[config.mk]
export PLATFORM = sky130hd
export DESIGN_NAME = decode_stage_pipe_flat
export DESIGN_NICKNAME = d
export VERILOG_FILES = /design/src/rtl/decode_stage_pipe_if.sv /design/src/rtl/decode_stage_pipe.sv /design/src/flat_wrapper.sv
export SDC_FILE = /design/constraint.sdc
export NUM_CORES = 1
export LEC_CHECK = 0
export CORE_AREA = 3 3 164 166
export CTS_CLUSTER_SIZE = 24
export DETAILED_ROUTE_END_ITERATION = 7
export DIE_AREA = 0 0 167 169
export DONT_BUFFER_PORTS = 1
export GPL_TIMING_DRIVEN = 0
export SKIP_LAST_GASP = 1
export SYNTH_ARGS = -nofsm -noshare
export SYNTH_HDL_FRONTEND = slang
export SYNTH_SLANG_ARGS = --single-unit
[constraint.sdc]
create_clock -name clk_i -period 19.28 [get_ports clk_i]
set_clock_uncertainty 0.15 [all_clocks]
set_input_delay 5.784 -clock clk_i [delete_from_list [all_inputs] [get_ports clk_i]]
set_output_delay 5.784 -clock clk_i [all_outputs]
set_load 0.05 [all_outputs]
[src/rtl/decode_stage_pipe_if.sv]
// Bundle of the IF->ID handshake, register/CSR read ports, EX hazard feedback and the decoded ID->EX bundle.
// The decode stage takes the slave view; the surrounding pipeline (or a bench) takes the master view.
interface decode_stage_pipe_if #(
    parameter int XLEN   = 32,
    parameter int REG_AW = 5,
    parameter int CSR_AW = 12,
    parameter int CNT_W  = 16
);
    logic              flush_i;
    logic              in_valid_i;
    logic              in_ready_o;
    logic [31:0]       inst_i;
    logic [XLEN-1:0]   inst_addr_i;
    logic [REG_AW-1:0] reg1_raddr_o;
    logic [REG_AW-1:0] reg2_raddr_o;
    logic [XLEN-1:0]   reg1_rdata_i;
    logic [XLEN-1:0]   reg2_rdata_i;
    logic [CSR_AW-1:0] csr_raddr_o;
    logic [XLEN-1:0]   csr_rdata_i;
    logic              ex_load_pending_i;
    logic [REG_AW-1:0] ex_load_rd_i;
    logic              out_valid_o;
    logic              out_ready_i;
    logic [XLEN-1:0]   op1_o;
    logic [XLEN-1:0]   op2_o;
    logic [XLEN-1:0]   offset_o;
    logic [31:0]       inst_o;
    logic [XLEN-1:0]   inst_addr_o;
    logic              reg_wen_o;
    logic [REG_AW-1:0] reg_waddr_o;
    logic              csr_wen_o;
    logic [CSR_AW-1:0] csr_waddr_o;
    logic [XLEN-1:0]   csr_rdata_o;
    logic              illegal_o;
    logic [CNT_W-1:0]  stall_cnt_o;

    modport slave (
        input  flush_i, in_valid_i, inst_i, inst_addr_i, reg1_rdata_i, reg2_rdata_i, csr_rdata_i,
               ex_load_pending_i, ex_load_rd_i, out_ready_i,
        output in_ready_o, reg1_raddr_o, reg2_raddr_o, csr_raddr_o, out_valid_o, op1_o, op2_o,
               offset_o, inst_o, inst_addr_o, reg_wen_o, reg_waddr_o, csr_wen_o, csr_waddr_o,
               csr_rdata_o, illegal_o, stall_cnt_o
    );

    modport master (
        output flush_i, in_valid_i, inst_i, inst_addr_i, reg1_rdata_i, reg2_rdata_i, csr_rdata_i,
               ex_load_pending_i, ex_load_rd_i, out_ready_i,
        input  in_ready_o, reg1_raddr_o, reg2_raddr_o, csr_raddr_o, out_valid_o, op1_o, op2_o,
               offset_o, inst_o, inst_addr_o, reg_wen_o, reg_waddr_o, csr_wen_o, csr_waddr_o,
               csr_rdata_o, illegal_o, stall_cnt_o
    );
endinterface

[src/rtl/decode_stage_pipe.sv]
// RV32I/Zicsr decode stage: one instruction per cycle, registered decoded bundle towards EX,
// load-use bubble insertion, flush, illegal flagging and a saturating load-use stall counter.
module decode_stage_pipe #(
    parameter int XLEN   = 32,
    parameter int REG_AW = 5,
    parameter int CSR_AW = 12,
    parameter bit EN_CSR = 1'b1,
    parameter int CNT_W  = 16
) (
    input logic               clk_i,
    input logic               rst_i,
    decode_stage_pipe_if.slave bus
);
    localparam logic [6:0] OPC_OP     = 7'b0110011;
    localparam logic [6:0] OPC_OP_IMM = 7'b0010011;
    localparam logic [6:0] OPC_LOAD   = 7'b0000011;
    localparam logic [6:0] OPC_STORE  = 7'b0100011;
    localparam logic [6:0] OPC_BRANCH = 7'b1100011;
    localparam logic [6:0] OPC_JAL    = 7'b1101111;
    localparam logic [6:0] OPC_JALR   = 7'b1100111;
    localparam logic [6:0] OPC_LUI    = 7'b0110111;
    localparam logic [6:0] OPC_AUIPC  = 7'b0010111;
    localparam logic [6:0] OPC_SYSTEM = 7'b1110011;
    localparam logic [6:0] OPC_FENCE  = 7'b0001111;

    typedef enum logic {EMPTY, FULL} state_t;

    logic [31:0]     inst;
    logic [6:0]      opc;
    logic [2:0]      f3;
    logic [4:0]      rs1_f, rs2_f, rd_f;
    logic [XLEN-1:0] imm_i, imm_s, imm_b, imm_j, imm_u, uimm;

    assign inst  = bus.inst_i;
    assign opc   = inst[6:0];
    assign f3    = inst[14:12];
    assign rs1_f = inst[19:15];
    assign rs2_f = inst[24:20];
    assign rd_f  = inst[11:7];
    assign imm_i = {{(XLEN-12){inst[31]}}, inst[31:20]};
    assign imm_s = {{(XLEN-12){inst[31]}}, inst[31:25], inst[11:7]};
    assign imm_b = {{(XLEN-12){inst[31]}}, inst[7], inst[30:25], inst[11:8], 1'b0};
    assign imm_j = {{(XLEN-20){inst[31]}}, inst[19:12], inst[20], inst[30:21], 1'b0};
    assign imm_u = XLEN'($signed({inst[31:12], 12'b0}));
    assign uimm  = {{(XLEN-5){1'b0}}, rs1_f};

    // Instruction-class decode depends only on the instruction word, so the read addresses
    // never loop back through the register-file data.
    logic            dec_ill, use_rs1, use_rs2, is_csr, wr_rd, dec_csr_wen;
    logic [XLEN-1:0] dec_off;

    always_comb begin
        dec_ill     = 1'b0;
        use_rs1     = 1'b0;
        use_rs2     = 1'b0;
        is_csr      = 1'b0;
        wr_rd       = 1'b0;
        dec_csr_wen = 1'b0;
        dec_off     = '0;
        case (opc)
            OPC_OP: begin use_rs1 = 1'b1; use_rs2 = 1'b1; wr_rd = 1'b1; end
            OPC_OP_IMM: begin use_rs1 = 1'b1; wr_rd = 1'b1; end
            OPC_LOAD:
                if (f3 == 3'd3 || f3 >= 3'd6) dec_ill = 1'b1;
                else begin use_rs1 = 1'b1; wr_rd = 1'b1; end
            OPC_STORE:
                if (f3 > 3'd2) dec_ill = 1'b1;
                else begin use_rs1 = 1'b1; use_rs2 = 1'b1; dec_off = imm_s; end
            OPC_BRANCH:
                if (f3 == 3'd2 || f3 == 3'd3) dec_ill = 1'b1;
                else begin use_rs1 = 1'b1; use_rs2 = 1'b1; dec_off = imm_b; end
            OPC_JAL: begin wr_rd = 1'b1; dec_off = imm_j; end
            OPC_JALR:
                if (f3 != 3'd0) dec_ill = 1'b1;
                else begin use_rs1 = 1'b1; wr_rd = 1'b1; dec_off = imm_i; end
            OPC_LUI, OPC_AUIPC: wr_rd = 1'b1;
            OPC_SYSTEM:
                if (!EN_CSR || f3[1:0] == 2'd0) dec_ill = 1'b1;
                else begin
                    is_csr  = 1'b1;
                    wr_rd   = 1'b1;
                    use_rs1 = ~f3[2];
                    // set/clear with a zero mask only reads the CSR
                    dec_csr_wen = ~(f3[1] && rs1_f == 5'd0);
                end
            OPC_FENCE:
                if (f3 != 3'd0) dec_ill = 1'b1;
            default: dec_ill = 1'b1;
        endcase
    end

    logic [XLEN-1:0] dec_op1, dec_op2;

    always_comb begin
        dec_op1 = '0;
        dec_op2 = '0;
        if (!dec_ill) begin
            case (opc)
                OPC_OP, OPC_STORE, OPC_BRANCH: begin
                    dec_op1 = bus.reg1_rdata_i;
                    dec_op2 = bus.reg2_rdata_i;
                end
                OPC_OP_IMM, OPC_LOAD: begin
                    dec_op1 = bus.reg1_rdata_i;
                    dec_op2 = imm_i;
                end
                OPC_JAL:    dec_op1 = bus.inst_addr_i;
                OPC_JALR: begin
                    dec_op1 = bus.reg1_rdata_i;
                    dec_op2 = bus.inst_addr_i;
                end
                OPC_LUI:    dec_op1 = imm_u;
                OPC_AUIPC: begin
                    dec_op1 = imm_u;
                    dec_op2 = bus.inst_addr_i;
                end
                OPC_SYSTEM: dec_op1 = f3[2] ? uimm : bus.reg1_rdata_i;
                OPC_FENCE: begin
                    dec_op1 = bus.inst_addr_i;
                    dec_op2 = XLEN'(4);
                end
                default: ;
            endcase
        end
    end

    logic [REG_AW-1:0] rs1_addr, rs2_addr;
    logic [CSR_AW-1:0] csr_addr;
    logic              hazard, transfer;
    state_t            state_reg;

    assign rs1_addr = use_rs1 ? REG_AW'(rs1_f) : '0;
    assign rs2_addr = use_rs2 ? REG_AW'(rs2_f) : '0;
    assign csr_addr = is_csr ? CSR_AW'(inst[31:20]) : '0;

    // Unused source addresses are zero, so they can never match a nonzero load destination.
    assign hazard = bus.ex_load_pending_i && (bus.ex_load_rd_i != '0) &&
                    (bus.ex_load_rd_i == rs1_addr || bus.ex_load_rd_i == rs2_addr);

    assign bus.in_ready_o   = ~hazard & ~bus.flush_i & ((state_reg == EMPTY) | bus.out_ready_i);
    assign transfer         = bus.in_valid_i & bus.in_ready_o;
    assign bus.reg1_raddr_o = rs1_addr;
    assign bus.reg2_raddr_o = rs2_addr;
    assign bus.csr_raddr_o  = csr_addr;
    assign bus.out_valid_o  = (state_reg == FULL);

    always_ff @(posedge clk_i or posedge rst_i) begin
        if (rst_i) begin
            state_reg       <= EMPTY;
            bus.op1_o       <= '0;
            bus.op2_o       <= '0;
            bus.offset_o    <= '0;
            bus.inst_o      <= '0;
            bus.inst_addr_o <= '0;
            bus.reg_wen_o   <= 1'b0;
            bus.reg_waddr_o <= '0;
            bus.csr_wen_o   <= 1'b0;
            bus.csr_waddr_o <= '0;
            bus.csr_rdata_o <= '0;
            bus.illegal_o   <= 1'b0;
            bus.stall_cnt_o <= '0;
        end else begin
            if (bus.flush_i) begin
                state_reg <= EMPTY;
            end else if (transfer) begin
                state_reg       <= FULL;
                bus.op1_o       <= dec_op1;
                bus.op2_o       <= dec_op2;
                bus.offset_o    <= dec_off;
                bus.inst_o      <= inst;
                bus.inst_addr_o <= bus.inst_addr_i;
                bus.reg_wen_o   <= wr_rd && (rd_f != 5'd0);
                bus.reg_waddr_o <= REG_AW'(rd_f);
                bus.csr_wen_o   <= dec_csr_wen;
                bus.csr_waddr_o <= csr_addr;
                bus.csr_rdata_o <= is_csr ? bus.csr_rdata_i : '0;
                bus.illegal_o   <= dec_ill;
            end else if (bus.out_ready_i) begin
                state_reg <= EMPTY;
            end
            if (bus.in_valid_i && hazard && !bus.flush_i && bus.stall_cnt_o != {CNT_W{1'b1}})
                bus.stall_cnt_o <= bus.stall_cnt_o + 1'b1;
        end
    end
endmodule

[src/flat_wrapper.sv]
// flat-port wrapper written by rule: the top's interface ports become plain ports
module decode_stage_pipe_flat 
#(
    parameter int XLEN   = 32,
    parameter int REG_AW = 5,
    parameter int CSR_AW = 12,
    parameter bit EN_CSR = 1'b1,
    parameter int CNT_W  = 16
)
  (clk_i, rst_i, bus_flush_i, bus_in_valid_i, bus_inst_i, bus_inst_addr_i, bus_reg1_rdata_i, bus_reg2_rdata_i, bus_csr_rdata_i, bus_ex_load_pending_i, bus_ex_load_rd_i, bus_out_ready_i, bus_in_ready_o, bus_reg1_raddr_o, bus_reg2_raddr_o, bus_csr_raddr_o, bus_out_valid_o, bus_op1_o, bus_op2_o, bus_offset_o, bus_inst_o, bus_inst_addr_o, bus_reg_wen_o, bus_reg_waddr_o, bus_csr_wen_o, bus_csr_waddr_o, bus_csr_rdata_o, bus_illegal_o, bus_stall_cnt_o);
  decode_stage_pipe_if #(.XLEN(XLEN), .REG_AW(REG_AW), .CSR_AW(CSR_AW), .CNT_W(CNT_W)) bus_i ();
  input logic clk_i;
  input logic rst_i;
  input wire logic [$bits(bus_i.flush_i)-1:0] bus_flush_i;
  input wire logic [$bits(bus_i.in_valid_i)-1:0] bus_in_valid_i;
  input wire logic [$bits(bus_i.inst_i)-1:0] bus_inst_i;
  input wire logic [$bits(bus_i.inst_addr_i)-1:0] bus_inst_addr_i;
  input wire logic [$bits(bus_i.reg1_rdata_i)-1:0] bus_reg1_rdata_i;
  input wire logic [$bits(bus_i.reg2_rdata_i)-1:0] bus_reg2_rdata_i;
  input wire logic [$bits(bus_i.csr_rdata_i)-1:0] bus_csr_rdata_i;
  input wire logic [$bits(bus_i.ex_load_pending_i)-1:0] bus_ex_load_pending_i;
  input wire logic [$bits(bus_i.ex_load_rd_i)-1:0] bus_ex_load_rd_i;
  input wire logic [$bits(bus_i.out_ready_i)-1:0] bus_out_ready_i;
  output wire logic [$bits(bus_i.in_ready_o)-1:0] bus_in_ready_o;
  output wire logic [$bits(bus_i.reg1_raddr_o)-1:0] bus_reg1_raddr_o;
  output wire logic [$bits(bus_i.reg2_raddr_o)-1:0] bus_reg2_raddr_o;
  output wire logic [$bits(bus_i.csr_raddr_o)-1:0] bus_csr_raddr_o;
  output wire logic [$bits(bus_i.out_valid_o)-1:0] bus_out_valid_o;
  output wire logic [$bits(bus_i.op1_o)-1:0] bus_op1_o;
  output wire logic [$bits(bus_i.op2_o)-1:0] bus_op2_o;
  output wire logic [$bits(bus_i.offset_o)-1:0] bus_offset_o;
  output wire logic [$bits(bus_i.inst_o)-1:0] bus_inst_o;
  output wire logic [$bits(bus_i.inst_addr_o)-1:0] bus_inst_addr_o;
  output wire logic [$bits(bus_i.reg_wen_o)-1:0] bus_reg_wen_o;
  output wire logic [$bits(bus_i.reg_waddr_o)-1:0] bus_reg_waddr_o;
  output wire logic [$bits(bus_i.csr_wen_o)-1:0] bus_csr_wen_o;
  output wire logic [$bits(bus_i.csr_waddr_o)-1:0] bus_csr_waddr_o;
  output wire logic [$bits(bus_i.csr_rdata_o)-1:0] bus_csr_rdata_o;
  output wire logic [$bits(bus_i.illegal_o)-1:0] bus_illegal_o;
  output wire logic [$bits(bus_i.stall_cnt_o)-1:0] bus_stall_cnt_o;
  assign bus_i.flush_i = bus_flush_i;
  assign bus_i.in_valid_i = bus_in_valid_i;
  assign bus_i.inst_i = bus_inst_i;
  assign bus_i.inst_addr_i = bus_inst_addr_i;
  assign bus_i.reg1_rdata_i = bus_reg1_rdata_i;
  assign bus_i.reg2_rdata_i = bus_reg2_rdata_i;
  assign bus_i.csr_rdata_i = bus_csr_rdata_i;
  assign bus_i.ex_load_pending_i = bus_ex_load_pending_i;
  assign bus_i.ex_load_rd_i = bus_ex_load_rd_i;
  assign bus_i.out_ready_i = bus_out_ready_i;
  assign bus_in_ready_o = bus_i.in_ready_o;
  assign bus_reg1_raddr_o = bus_i.reg1_raddr_o;
  assign bus_reg2_raddr_o = bus_i.reg2_raddr_o;
  assign bus_csr_raddr_o = bus_i.csr_raddr_o;
  assign bus_out_valid_o = bus_i.out_valid_o;
  assign bus_op1_o = bus_i.op1_o;
  assign bus_op2_o = bus_i.op2_o;
  assign bus_offset_o = bus_i.offset_o;
  assign bus_inst_o = bus_i.inst_o;
  assign bus_inst_addr_o = bus_i.inst_addr_o;
  assign bus_reg_wen_o = bus_i.reg_wen_o;
  assign bus_reg_waddr_o = bus_i.reg_waddr_o;
  assign bus_csr_wen_o = bus_i.csr_wen_o;
  assign bus_csr_waddr_o = bus_i.csr_waddr_o;
  assign bus_csr_rdata_o = bus_i.csr_rdata_o;
  assign bus_illegal_o = bus_i.illegal_o;
  assign bus_stall_cnt_o = bus_i.stall_cnt_o;
  decode_stage_pipe #(.XLEN(XLEN), .REG_AW(REG_AW), .CSR_AW(CSR_AW), .EN_CSR(EN_CSR), .CNT_W(CNT_W)) u_core (.clk_i(clk_i), .rst_i(rst_i), .bus(bus_i));
endmodule
==> impl_metrics.py <==
metrics = {
    "grt": {
        "grtUsageMet1_pct": 31.8,
        "grt_pass1_wl_um": 54700,
        "grt.total_usage_pct": 25.7,
        "met3_usage_pct": 8.50,
        "grt_pass1_vias": 7852,
        "grtUsageMet2_pct": 42.6,
        "grt_max_degree": 121,
        "grt_overflow_total": 0,
        "antenna_found_initial": 2,
        "busiest_layer": "met2",
    },
    "layout": {
        "fin_cells": 1326,
        "seq_area_mm2": 0.00533,
        "diodes": 0,
        "multi_input_area_mm2": 0.00487,
        "area_delta_synth_final_pct": 11.4,
        "fin_nets": 1148,
        "num-fill-cells": 2380,
        "fin_util_pct": 47.2,
        "drive_above_1_share_pct": 24.4,
    },
    "logic_synthesis": {
        "yosys_warnings": 0,
        "synth_cells": 949,
        "synth.area.mux_share_pct": 22.7,
        "synth_ff_type": "dfrtp_1",
        "synth-edff-count": 0,
        "yosysSeqAreaShare_pct": 48.9,
        "ys_async_sr_fraction_pct": 100,
        "synth_top_family_by_area": "multiplexers",
        "ys_ff_latch": 213,
        "syn-cell-area_mm2": 0.0109,
        "syn_nets": 1121,
        "yosys.area_share.simple_pct": 10.2,
        "synth.distinct_cells": 60,
        "synth_compound_area_share_pct": 9.91,
        "synth_fa_ha_area_share_pct": 0.206,
        "synth_xor_area_share_pct": 1.61,
        "syn_area_per_cell_um2": 11.5,
    },
    "die": {
        "die_x_um": 167,
        "dieArea_mm2": 0.0282,
        "start_util_pct": 42.3,
        "die_height_um": 169,
        "io_pins": 423,
        "rows": 59,
        "core_mm2": 0.0258,
    },
    "timing": {
        "fin_crit_ps": 15120,
        "period_share_pct": 78.4,
        "rsz0062_at_grt": "no",
        "setup_viol": 0,
        "finalHoldViolCount": 0,
        "fin_ws_ps": 4160,
        "fmax_mhz": 66.1,
        "setup_tns_ps": 0,
        "maxSlewHeadroom_pct": 4.42,
        "final-max-slew-violation-count": 0,
        "worst_slew_pin_slew_ps": 1420,
    },
    "placement": {
        "dp_slack_ps": 4160,
        "dp_hpwl_um": 28800,
        "io_buffers": 0,
        "place_congestion": 0.889,
        "placed_cells_incl_taps": 1285,
    },
    "clocking": {
        "numCtsBuffers": 24,
        "root_buffer": "clkbuf_16",
        "cts_tree": "built",
        "insertion_delay_ps": 520,
        "post_cts_buffers": 0,
        "htreeDepth": 1,
        "ctsResizeCount": 0,
        "hold_buffers": 0,
        "clk_pin_slew_ps": 60,
        "cts.sinks": 213,
        "clockBufferDepth": 3,
    },
    "routing": {
        "first_pass_iters": 6,
        "drtAntennaViolNets": 0,
        "drt_iter0_markers": 768,
        "post_drt_wl_per_cell_um": 29.0,
        "viasPerCell": 6.03,
        "drc": 0,
        "via_count": 7991,
        "routed_wl_um": 38400,
    },
    "critical_path": {
        "startpoint_type": "input pin",
        "path_max_fanout": 10,
        "critical_path_arrival_ps": 9190,
        "slowest_stage": "nor3_1",
        "crit_type": "in -> out",
        "r2r_slack_ps": 16330,
        "critPathCaptureType": "primary output",
        "cp_slowest_stage_delay_ps": 1130,
        "cp.required_ps": 13350,
        "crit_path_cell_trace": "buf_2 > and4bb_2 > nand2_1 > nor3b_2 > xnor2_1 > and3_1 > o21a_2 > nor3_1",
    },
    "run": {
        "maxCapViolCount": 0,
    },
    "pwr": {
        "power_density_mw_per_mm2": 96.5,
        "ir_worst_vdd_mv": 0.0609,
        "p_leak_uw": 0.00519,
    },
    "status": {
        "status": "completed",
    },
    "hold_path": {
        "min_path_type": "reg -> reg",
    },
}
-- cells in the mapped netlist (3+ instances only) --
master / number / area share [%]
xnor2_1: 10 / 0.80
dfrtp_1: 213 / 49
a21oi_1: 39 / 1.8
nand4_1: 6 / 0.34
a22o_1: 4 / 0.32
nand3b_1: 3 / 0.21
mux2_4: 81 / 11
nor2_1: 68 / 2.3
nand3_1: 11 / 0.50
nand2_1: 59 / 2.0
and2_1: 23 / 1.3
a31oi_1: 3 / 0.17
nand2b_1: 3 / 0.17
a22oi_1: 31 / 2.1
buf_2: 11 / 0.50
nor2b_1: 3 / 0.17
buf_6: 10 / 1.0
mux2i_1: 49 / 4.5
nor3_1: 21 / 0.96
inv_1: 56 / 1.9
clkbuf_1: 44 / 1.5
buf_1: 3 / 0.10
mux2_2: 68 / 7.0
a222oi_1: 36 / 3.3
xor2_1: 10 / 0.80
or2_2: 4 / 0.23
buf_4: 21 / 1.4
o21ai_0: 11 / 0.50
and3_1: 3 / 0.17
nor4_1: 5 / 0.29
-- state kept, by name, summed over array words and instances (netlist names), 4 cells and up --
name	cells
u_core.bus.csr_waddr_o	12
u_core.bus.csr_rdata_o	32
u_core.bus.inst_o	28
u_core.bus.op1_o	32
u_core.bus.stall_cnt_o	16
u_core.bus.inst_addr_o	32
u_core.bus.offset_o	21
u_core.bus.op2_o	32
u_core.bus.reg_waddr_o	4
-- where the power goes --
part           leakage (uW)  total, uW  switching (uW)  internal, uW
Combinational       0.00198        108            60.7          47.6
Clock              0.000396        463             188           275
Sequential          0.00282        602             129           473
Total               0.00519       1170             378           796
-- cells by family after synthesis --
kind of cell	count (synthesis)
muxes	198
and+or+nand+nor	224
buffers and inverters	145
AOI/OAI and AO/OA	147
xor gates and xnor gates	20
DFF	213
adders and majority gates	2
-- cells in the final DEF, fill, tap and decap left out, types with 21 or more instances in the layout --
master     count
mux2i_1       49
nand2_1       59
a21oi_1       39
dfrtp_1      213
and2_1        23
mux2_2        68
nor3_1        21
a22oi_1       31
clkbuf_16     25
buf_4         21
nor2_1        68
inv_1         55
clkbuf_1      47
mux2_4        81
a222oi_1      36
-- final timing paths --
check / from / to / depth (start not counted)
min in group asynchronous: rst_i / u_core.bus.reg_wen_o$_DFFE_PP0P_ / 1
setup / recovery: bus_inst_i[3] / bus_in_ready_o / 8
hold reg to reg: u_core.bus.csr_rdata_o[3]$_DFFE_PP0P_ / u_core.bus.csr_rdata_o[3]$_DFFE_PP0P_ / 2
hold / removal: u_core.bus.csr_rdata_o[3]$_DFFE_PP0P_ / u_core.bus.csr_rdata_o[3]$_DFFE_PP0P_ / 2
max in group asynchronous: rst_i / u_core.bus.csr_waddr_o[9]$_DFFE_PP0P_ / 2
setup reg to reg: u_core.bus.stall_cnt_o[3]$_DFFE_PP0P_ / u_core.bus.stall_cnt_o[1]$_DFFE_PP0P_ / 8
-- final cells by class --
| type | instances | share of cell area [%] |
|---|---|---|
| Inverter | 56 | 1.79 |
| Timing Repair Buffer | 1 | 0.226 |
| Buffer | 89 | 4.13 |
| Clock buffer | 35 | 6.03 |
| Multi-Input combinational cell | 591 | 40.0 |
| Tap cell | 335 | 3.45 |
| Sequential cell | 213 | 43.8 |
| Clock inverter | 6 | 0.484 |
-- worst max-delay path, delay by kind of cell --
| kind | cells | cell delay [ps] |
|---|---|---|
| buffers and inverters | 1 | 160 |
| AO/OA/AOI/OAI | 1 | 280 |
| XOR/XNOR | 1 | 110 |
| AND/OR/NAND/NOR | 5 | 2850 |
-- layer usage --
layer	up-vias	share of wire [%]
met2	498	48
met3	72	11
met4	2	3.2
met1	4009	38
met5	-	0.034
li1	3410	-
-- stage by stage --
stage / hold WS, ps / cell area (um2) / power, uW
after floorplan: 600 / 10900 / 687
after global placement: 617 / 11300 / 717
after detailed placement: 624 / 11400 / 719
after CTS: 631 / 12200 / 1180
after global routing: 653 / 12200 / 1210
final: 630 / 12200 / 1170
No activity file was read; power rests on OpenSTA's default activity.
